--- src/rtl/debounce_scheduler.sv ---
// debounce_scheduler: multi-channel button debouncer with a shared sample tick,
// per-channel pending event slots and a round-robin valid/ready event port.
module debounce_scheduler #(
   parameter int N_CH         = 4,
   parameter int TICK_DIV     = 25000,
   parameter int STABLE_TICKS = 3
) (
   input  logic                    clk_i,
   input  logic                    reset_i,
   input  logic [N_CH-1:0]         btn_in_i,
   output logic [N_CH-1:0]         btn_level_o,
   output logic                    evt_valid_o,
   input  logic                    evt_ready_i,
   output logic [$clog2(N_CH)-1:0] evt_chan_o,
   output logic                    evt_rise_o,
   output logic                    evt_drop_o,
   input  logic                    drop_clr_i
);

   localparam int CHW = $clog2(N_CH);
   localparam int TW  = (TICK_DIV > 1) ? $clog2(TICK_DIV) : 1;
   localparam int SW  = $clog2(STABLE_TICKS + 1);
   localparam logic [TW-1:0]  TICK_LAST = TW'(TICK_DIV - 1);
   localparam logic [SW-1:0]  STAB_LAST = SW'(STABLE_TICKS - 1);
   localparam logic [CHW-1:0] CHAN_LAST = CHW'(N_CH - 1);

   typedef enum logic {
      S_IDLE    = 1'b0,
      S_PRESENT = 1'b1
   } state_t;

   logic [N_CH-1:0] sync1_q;
   logic [N_CH-1:0] sync2_q;
   logic [TW-1:0]   tick_cnt_q;
   logic [TW-1:0]   tick_cnt_d;
   logic            tick;
   logic [N_CH-1:0] post;

   state_t          state_q, state_d;
   logic [N_CH-1:0] pend_q, pend_d;
   logic [N_CH-1:0] pol_q, pol_d;
   logic [CHW-1:0]  chan_q, chan_d;
   logic            rise_q, rise_d;
   logic            valid_q, valid_d;
   logic [CHW-1:0]  rr_q, rr_d;
   logic            drop_q, drop_d;
   logic [N_CH-1:0] clr_mask;
   logic            drop_set;
   logic            found;
   logic [CHW-1:0]  pick;

   // Two-flop synchronizer for the raw pad inputs.
   always_ff @(posedge clk_i or posedge reset_i) begin
      if (reset_i) begin
         sync1_q <= '0;
         sync2_q <= '0;
      end else begin
         sync1_q <= btn_in_i;
         sync2_q <= sync1_q;
      end
   end

   // Shared sample-tick divider; tick marks the last count before wrap.
   always_comb begin
      tick       = (tick_cnt_q == TICK_LAST);
      tick_cnt_d = tick ? '0 : tick_cnt_q + TW'(1);
   end

   // Divider count register.
   always_ff @(posedge clk_i or posedge reset_i) begin
      if (reset_i) tick_cnt_q <= '0;
      else         tick_cnt_q <= tick_cnt_d;
   end

   generate
      for (genvar gi = 0; gi < N_CH; gi++) begin : g_chan
         logic [SW-1:0] stab_cnt_q, stab_cnt_d;
         logic          level_q, level_d;
         logic          post_c;

         // Stable-count qualifier: a differing level must be seen on STABLE_TICKS ticks in a row.
         always_comb begin
            stab_cnt_d = stab_cnt_q;
            level_d    = level_q;
            post_c     = 1'b0;
            if (tick) begin
               if (sync2_q[gi] == level_q) begin
                  stab_cnt_d = '0;
               end else if (stab_cnt_q == STAB_LAST) begin
                  level_d    = sync2_q[gi];
                  stab_cnt_d = '0;
                  post_c     = 1'b1;
               end else begin
                  stab_cnt_d = stab_cnt_q + SW'(1);
               end
            end
         end

         // Qualifier state registers.
         always_ff @(posedge clk_i or posedge reset_i) begin
            if (reset_i) begin
               stab_cnt_q <= '0;
               level_q    <= 1'b0;
            end else begin
               stab_cnt_q <= stab_cnt_d;
               level_q    <= level_d;
            end
         end

         assign btn_level_o[gi] = level_q;
         assign post[gi]        = post_c;
      end
   endgenerate

   // Round-robin pick: first pending channel at or above rr_q, wrapping.
   always_comb begin
      int idx;
      idx   = 0;
      found = 1'b0;
      pick  = '0;
      for (int k = 0; k < N_CH; k++) begin
         idx = int'(rr_q) + k;
         if (idx >= N_CH) idx = idx - N_CH;
         if (!found && pend_q[idx]) begin
            found = 1'b1;
            pick  = CHW'(idx);
         end
      end
   end

   // Arbiter next state, pending-slot update and drop flag.
   always_comb begin
      state_d  = state_q;
      pend_d   = pend_q;
      pol_d    = pol_q;
      chan_d   = chan_q;
      rise_d   = rise_q;
      valid_d  = valid_q;
      rr_d     = rr_q;
      drop_d   = drop_q;
      clr_mask = '0;
      drop_set = 1'b0;

      case (state_q)
         S_IDLE: begin
            if (found) begin
               chan_d         = pick;
               rise_d         = pol_q[pick];
               valid_d        = 1'b1;
               clr_mask[pick] = 1'b1;
               state_d        = S_PRESENT;
            end
         end
         S_PRESENT: begin
            if (valid_q && evt_ready_i) begin
               valid_d = 1'b0;
               rr_d    = (chan_q == CHAN_LAST) ? '0 : chan_q + CHW'(1);
               state_d = S_IDLE;
            end
         end
         default: state_d = S_IDLE;
      endcase

      pend_d = pend_q & ~clr_mask;

      // A fresh qualified edge always lands in the slot; the newest polarity wins.
      for (int i = 0; i < N_CH; i++) begin
         if (post[i]) begin
            if (pend_q[i] && !clr_mask[i]) drop_set = 1'b1;
            pend_d[i] = 1'b1;
            pol_d[i]  = sync2_q[i];
         end
      end

      if (drop_clr_i) drop_d = 1'b0;
      if (drop_set)   drop_d = 1'b1;
   end

   // Arbiter and event-port registers.
   always_ff @(posedge clk_i or posedge reset_i) begin
      if (reset_i) begin
         state_q <= S_IDLE;
         pend_q  <= '0;
         pol_q   <= '0;
         chan_q  <= '0;
         rise_q  <= 1'b0;
         valid_q <= 1'b0;
         rr_q    <= '0;
         drop_q  <= 1'b0;
      end else begin
         state_q <= state_d;
         pend_q  <= pend_d;
         pol_q   <= pol_d;
         chan_q  <= chan_d;
         rise_q  <= rise_d;
         valid_q <= valid_d;
         rr_q    <= rr_d;
         drop_q  <= drop_d;
      end
   end

   assign evt_valid_o = valid_q;
   assign evt_chan_o  = chan_q;
   assign evt_rise_o  = rise_q;
   assign evt_drop_o  = drop_q;

endmodule

--- config.mk ---
export PLATFORM = sky130hd
export DESIGN_NAME = debounce_scheduler
export DESIGN_NICKNAME = d
export VERILOG_FILES = /design/src/rtl/debounce_scheduler.sv
export SDC_FILE = /design/constraint.sdc
export NUM_CORES = 1
export LEC_CHECK = 0
export BUFFER_PORTS_ARGS = -buffer_cell sky130_fd_sc_hd__clkbuf_2
export CAP_MARGIN = 0
export CORE_ASPECT_RATIO = 1.5
export CORE_MARGIN = 2
export CORE_UTILIZATION = 59
export DETAILED_ROUTE_END_ITERATION = 8
export PLACE_DENSITY_LB_ADDON = 0.3
export SYNTH_ARGS = -nofsm -noshare
export SYNTH_HDL_FRONTEND = slang
export SYNTH_SLANG_ARGS = --single-unit
--- constraint.sdc ---
create_clock -name clk_i -period 2.8 [get_ports clk_i]
set_input_delay 0.14 -clock clk_i [delete_from_list [all_inputs] [get_ports clk_i]]
set_output_delay 0.14 -clock clk_i [all_outputs]
set_load 0.1 [all_outputs]
# Word level (Yosys, flattened, before mapping)
# Cells that the tools add are included.
# totals
ff_bits	51
inputBits	8
elab_cells	160
# op_classes
n_addsub	13
magnitude_cmp	10
n_eq_ne	12
mux	72
bitwise	7
n_reduce_logical	24
# op_table
operator	n
$lt 32x4->1 const B	4
$mux 32	4
$mux 1	44
$mux 2	13
$add 15x1->15 const B	1
$eq 15x15->1 const B	1
$mux 15	1
$reduce_and 3->1	4
$sub 3x3->4 const B	3
$add 2x1->2 const B	5
$bmux 1 s2	5
$eq 2x2->1 const B	5
$ge 3x3->1 const B	3
$logic_and 1x1->1	9
$mux 4	2
$logic_not 1->1	7
$add 2x2->3 const B	2
$reduce_and 2->1	3
$not 1->1	5
$and 4x4->4	1
$eq 1x1->1	4
$not 4->4	1
$pmux 1 s2	2
$sub 2x3->4 const B	1
8 further kinds	8

# Longest topological paths before layout
# Gate-level depths: netlist (run 1).
# logic_depth
ltp_word	32
mapped_depth	7
depth_no_buf	7

# Worst setup path after synthesis (run 1)
# OpenSTA, ideal clock, no wires.
# synth_path
path_kind	register -> register
from	reg tick_cnt_q[6]
to	reg drop_q (netlist: evt_drop_o)
t_arrival_ns	1.931
required_ns	2.736
slack_ns	0.805
path_stages_with_launch	5
path_buffers	0
synth_period_minus_slack_ns	1.995
cell_sequence	dfrtp_1 or4_4 or4_4 o41ai_2 a211o_1
# synth_between
elab_chain_len	10
word_cells_on_any_way	14
# synth_lines
element	line_no	rtl
start, declared	34	logic [TW-1:0] tick_cnt_q;
start signal, assigned	72	else tick_cnt_q <= tick_cnt_d;
$eq 15x15->1 *	65	tick = (tick_cnt_q == TICK_LAST);
$mux 1	86	if (tick) begin
$mux 1	168	if (post[i]) begin
$mux 1	169	if (pend_q[i] && !clr_mask[i]) drop_set = 1'b1;
$mux 1	168	
$mux 1	169	
$mux 1	168	
$mux 1	169	
$mux 1 *	168	
$mux 1 / $reduce_bool 2->1 (equally long branches)	--	
end signal, assigned	198	drop_q <= drop_d;
end, declared	46	logic drop_q, drop_d;
# Mark *: on every way between the ends. The rest lies on a longest branch, timed or not.
# A chain may end at the register's enable or synchronous reset.

# Worst setup path in the final report (run 1)
# layout_path
from	reg tick_cnt_q[3]
to	reg g_chan[0].level_q
# layout_between
elab_chain_len	2
# layout_lines
element	line_no	rtl
$eq 15x15->1	65	
$reduce_and 3->1 (no line)	--	
end signal, assigned	106	level_q <= level_d;
end, declared	78	logic level_q, level_d;
# No other way between the ends.

==> reports/qor.yml, run 1 <==
outcome:
  status: "complete, no violations"
sta:
  rsz0062_at_grt: "false"
  fin_crit_sh_pct: 80.3
  slew_headroom_pct: 32.5
  layout_min_cycle_time_ns: 2.25
  finalSetupViolCount: 0
  maxSlewViolCount: 0
  fin_setup_tns_ns: 0
  skew_ns: 0.0118
  hold_violations: 0
  tightestPinTransition_ns: 1.01
  fmax_ghz: 0.445
power_and_ir_drop:
  internal_power_mw: 0.922
  switchingPower_mw: 0.253
  p_sw_share_pct: 21.5
  ir_drop_uv: 462
  p_leak_nw: 1.17
  power_frac_clock_pct: 34.2
  seq_power_share_pct: 63.4
  comb_power_share_pct: 2.4
  power_density_mw_per_mm2: 467
floorplan:
  die_area_sq_mm: 0.00441
  die_y_microns: 80.3
  core_sq_mm: 0.00368
  start_util_pct: 62.2
  die_w_microns: 54.9
  pin_count: 17
  rows: 27
cts:
  root_buffer: "clkbuf_8"
  holdBufCountCts: 4
  path_clk_slew_ns: 0.08
  clockBufferDepth: 2
  cts-buffers-inserted: 5
  clock-sinks: 51
  cts_tree: "done"
  h-tree-depth: 2
  post_cts.repair.setup_buffers: 0
  cts_resized: 0
  clock_latency_ns: 0.31
placement:
  io_buffers: 16
  gp_congestion: 0.860
  placed_cells: 262
  hpwlAfterDp_microns: 3050
synth:
  synth_area_leaders: "dfrtp_1 (56%), mux2_2 (4.9%), nand2_1 (3.6%)"
  yosys.area.top_type: "dfrtp_1"
  syn_inst: 208
  synth_top_area_share_pct: 55.7
  syn_avg_cell_area_sq_um: 11.0
  synth-warning-count: 0
  synth_fp_nets: 218
  seq_area_frac_synth_pct: 55.7
  syn_area_sq_mm: 0.00229
  ys_ff_latch: 51
  synth.distinct_cells: 37
worst_setup_path:
  cp.required_ns: 2.99
  cp_max_fo: 10
  worst-setup-path-type: "flop to flop"
  crit_path_end_kind: "flop"
  critPathArrivalTime_ns: 2.44
  path_cells: "nand4bb_1 > nor4_1 > nand2_1 > nor2_1 > mux2_2"
  cp-start-kind: "flop"
  cp_slowest_cell: "nor4_1"
  critPathMaxStageDelay_ns: 0.50
final_layout:
  n_fill_cell: 295
  instances_no_fill: 274
  register_area_sq_mm: 0.00128
  layout.nets: 240
  multi_input_area_sq_um: 961
  final_layout_size_suffix_gt1_share_pct: 18.6
  antenna_cells: 0
  area_delta_synth_final_pct: 9.89
flow_run:
  max-cap-violations: 0
grt:
  track_usage_pct: 22.3
  grt_pass1_wl_microns: 6980
  grt-ovfl-total: 0
  grt_max_degree: 52
  antenna_found_initial: 0
  grt_pass1_vias: 1620
routing:
  drc: 0
  drtIter0Drc: 33
  viasPerCell: 5.89
  ant_nets: 0
  dr_total_vias: 1613
  drt_pass1_iterations: 4
  wl_per_cell_microns: 15.2
  routed_wl_microns: 4160
worst_hold_path:
  hold_class: "primary input to async pin"
==> area by class of cell <==
cell class	instances	area share [%]
Timing Repair Buffer	21	5.07
Clock buffer	5	2.73
Tap cell	43	2.14
Inverter	4	0.596
Multi-Input combinational cell	147	38.2
Clock inverter	3	0.596
Sequential cell	51	50.7
==> final timing paths <==
check	start	end	slack, ns	cells after the start
hold reg to reg	sync1_q[3]	sync2_q[3]	0.35	0
hold / removal	reset_i	g_chan[0].level_q	0.05	2
max in group asynchronous	reset_i	sync2_q[2]	2.12	2
min in group clk_i	evt_ready_i	evt_valid_o	0.11	3
setup / recovery	tick_cnt_q[3]	g_chan[0].level_q	0.55	5
setup reg to reg	tick_cnt_q[3]	g_chan[0].level_q	0.55	5
==> power by group through the flow <==
stage                     clock network [mW]  registers [mW]  logic, mW
after floorplan                            0           0.759     0.0154
after global placement                     0           0.760     0.0246
after detailed placement                   0           0.760     0.0250
after CTS                              0.414           0.746     0.0293
after global routing                   0.446           0.746     0.0326
final                                  0.402           0.745     0.0282
==> critical path, delay by kind of cell (launching register included) <==
kind / cells / cell delay [ns]
AND/OR/NAND/NOR: 4 / 1.36
flip-flops: 1 / 0.43
multiplexers: 1 / 0.35
==> synth_stat cells <==
cell type	n
nand2_1	22
buf_4	4
o22a_1	1
o21ai_0	13
a21oi_1	7
o41ai_2	1
ha_1	2
mux2_2	10
xnor2_1	6
nand4b_1	1
nand3_1	12
nor2b_1	2
nor4_4	1
nand4bb_1	1
xor2_1	9
a32o_1	1
nor3_1	4
a31oi_1	2
a22o_1	2
mux2i_1	4
nor4_1	4
or2_2	2
and2_2	1
dfrtp_1	51
o21a_1	2
o22ai_1	4
nor2_1	17
nand4_1	1
a211o_1	1
nand2b_1	4
or3_1	1
clkbuf_1	1
or4_1	1
or4_4	2
inv_1	4
o31ai_1	6
buf_2	1
==> cells by family after synthesis <==
family          Yosys count  share of synthesized area (%)
buf+inv                  10                           2.35
fa+ha+maj                 2                           1.09
simple gates             76                           17.1
compound gates           40                           11.3
xor+xnor                 15                           5.73
mux                      14                           6.66
flops                    51                           55.7
==> flip-flops by register name, summed over array words and instances (netlist names) <==
signal	cells
state_q	1
rr_q	2
sync2_q	4
evt_rise_o	1
tick_cnt_q	15
evt_drop_o	1
g_chan.level_q	4
pend_q	4
g_chan.stab_cnt_q	8
evt_valid_o	1
pol_q	4
evt_chan_o	2
sync1_q	4
==> metrics by stage <==
step	setup WS [ns]	total power [mW]	cell area [sq um]	hold slack [ns]	util [%]
5_1_grt	0.343	1.23	2520	0.121	68.4
3_3_place_gp	0.700	0.784	2390	0.249	65.0
2_1_floorplan	0.805	0.775	2290	0.171	-
3_5_place_dp	0.580	0.785	2390	0.250	65.0
6_report	0.552	1.18	2520	0.0544	68.4
4_1_cts	0.551	1.19	2520	0.0900	68.4
==> routing by layer <==
layer / global-route usage (%) / up-vias / wire [microns]
met5: 0 / - / 0
met3: 5.76 / 12 / 114
met1: 22.9 / 792 / 1670
met2: 39.6 / 28 / 2260
met4: 10.8 / 0 / 116
li1: - / 781 / -
==> layout by cell type, fill, tap and decap left out, types with 5 or more instances in the layout <==
| cell | count |
|---|---|
| dfrtp_1 | 51 |
| nand2_1 | 22 |
| nor2_1 | 17 |
| clkbuf_2 | 16 |
| o21ai_0 | 13 |
| nand3_1 | 12 |
| mux2_2 | 10 |
| xor2_1 | 9 |
| a21oi_1 | 7 |
| xnor2_1 | 6 |
| o31ai_1 | 6 |
| clkbuf_8 | 5 |
Power figures use the tool's default switching activity.
==> inputs of run 2 (changes only) <==
==> constraint.sdc (replaced) <==
create_clock -name clk_i -period 2.1 [get_ports clk_i]
set_input_delay 0.105 -clock clk_i [delete_from_list [all_inputs] [get_ports clk_i]]
set_output_delay 0.105 -clock clk_i [all_outputs]
set_load 0.1 [all_outputs]
==> run 2 against run 1 <==
Against the previous run: count of clock-buffer cells in the layout rose by 1; flip-flop and latch count did not move; register-to-register slack got worse by 0.48 ns; hold slack improved by 0.038 ns; final cell count rose by 2.9%; highest routed layer unchanged; setup slack got worse by 0.48 ns; sequential power rose by 33%; critical path depth fell by 1; first-iteration DRC count fell by 36%.
==> reports/qor.yml, run 2 (synthesis results as in run 1) <==
power_and_ir_drop:
  p_leak_nw: 1.21
  power.total_mw: 1.54
  ir_drop_uv: 521
  power_density_mw_per_mm2: 594
floorplan:
  rows: 27
  core_sq_mm: 0.00368
  die_area_sq_mm: 0.00441
  pin_count: 17
  die_w_microns: 54.9
  start_util_pct: 62.2
  die_y_microns: 80.3
worst_hold_path:
  worstHoldStart: "evt_ready_i"
  hold_class: "primary input to flop"
worst_setup_path:
  worst-setup-path-type: "flop to flop"
  cp-start-kind: "flop"
  critPathArrivalTime_ns: 2.27
  crit_path_end_kind: "flop"
  cp_max_fo: 4
  timing.rr.start: "tick_cnt_q[6]"
  setup.worst_path.start: "tick_cnt_q[6]"
  cp.required_ns: 2.34
final_layout:
  regMostFlops: "tick_cnt_q"
  largest_register_ffs: 15
  final_cell_mix: "dfrtp_1 (51), nand2_1 (22), nor2_1 (17)"
  area_delta_synth_final_pct: 13.1
  n_fill_cell: 280
  antenna_cells: 0
  final_layout_size_suffix_gt1_share_pct: 20.9
  final_common_cell: "dfrtp_1"
  largestRegisters: "tick_cnt_q: 15 flops, g_chan.stab_cnt_q: 8 flops"
  layout.nets: 250
  fin_area_sq_mm: 0.00259
sta:
  finalSetupViolCount: 0
  maxSlewViolCount: 0
  slew_headroom_pct: 58.6
  fin_setup_tns_ns: 0
  tightestPinTransition_ns: 0.621
  fmax_ghz: 0.492
  layout_setup_ws_ns: 0.0686
  hold_violations: 0
  rsz0062_at_grt: "false"
  fin_hold_ws_ns: 0.0922
  skew_ns: 0.00363
  layout_min_cycle_time_ns: 2.03
  fin_crit_sh_pct: 96.7
cts:
  cts_tree: "done"
  clock_latency_ns: 0.29
  clock-sinks: 51
  cts-buffers-inserted: 5
  post_cts.repair.setup_buffers: 0
  clockBufferDepth: 2
  path_clk_slew_ns: 0.08
  h-tree-depth: 2
  root_buffer: "clkbuf_8"
routing:
  viasPerCell: 5.74
  drtIter0Drc: 21
  dr_total_vias: 1619
  routed_wl_microns: 4270
  ant_nets: 0
  drc: 0
  wl_per_cell_microns: 15.1
  drt_pass1_iterations: 4
placement:
  gp_congestion: 0.753
  io_buffers: 16
  dp_slack_ns: 0.0982
  place_area_sq_mm: 0.00246
  hpwlAfterDp_microns: 3220
flow_run:
  max-cap-violations: 0
grt:
  grt-ovfl-total: 0
  antenna_found_initial: 0
  grt_pass1_vias: 1652
  track_usage_pct: 22.9
  grt_pass1_wl_microns: 7110
  grt_max_degree: 52
outcome:
  status: "complete, no violations"
[run 2: where the power goes]
part	internal (mW)	switching (mW)
logic	0.0151	0.0256
registers	0.989	0.00534
clock network	0.222	0.282
[run 2: per-stage QoR]
step / cells / utilization, %
2_1_floorplan: 208 / -
3_3_place_gp: 271 / 66.8
3_5_place_dp: 271 / 66.8
4_1_cts: 282 / 70.2
5_1_grt: 282 / 70.3
6_report: 282 / 70.3
[run 2: path summary, 6_finish.rpt]
kind | to | slack, ns | cells past startpoint
max | evt_drop_o | 0.07 | 4
min | evt_valid_o | 0.09 | 3
max reg2reg | evt_drop_o | 0.07 | 4
min reg2reg | sync2_q[2] | 0.35 | 0
max in group asynchronous | sync1_q[1] | 1.17 | 4
min in group asynchronous | g_chan[0].stab_cnt_q[1] | 0.51 | 4
[run 2: per-layer routing]
layer | vias to the layer above | global-route usage [%] | routed length [microns]
met4 | 0 | 9.75 | 90
li1 | 799 | - | -
met5 | - | 0 | 0
met2 | 20 | 41.9 | 2420
met1 | 792 | 23.8 | 1660
met3 | 8 | 4.46 | 102
[run 2: cell type report]
type                    instances  area, sq um  area share [%]
multi-input cells             147          967            37.3
inverters                       4         15.0           0.580
clock buffers                   6         72.6            2.80
flip-flops and latches         51         1280            49.3
repair buffers                 31          205            7.92
well taps                      43         53.8            2.08
[run 2: timing repair]
action,CTS,global route
hold buffers,5,0
resized for setup,0,1
endpoints found under the setup margin,0,2
endpoints found under the hold margin,55,0
[run 2: critical path, cell delays in order, from the launching register on]
cell and delay [ns]:
dfrtp_1 0.38, or4_4 0.56, or4_4 0.56, o41ai_2 0.35
a211o_1 0.13
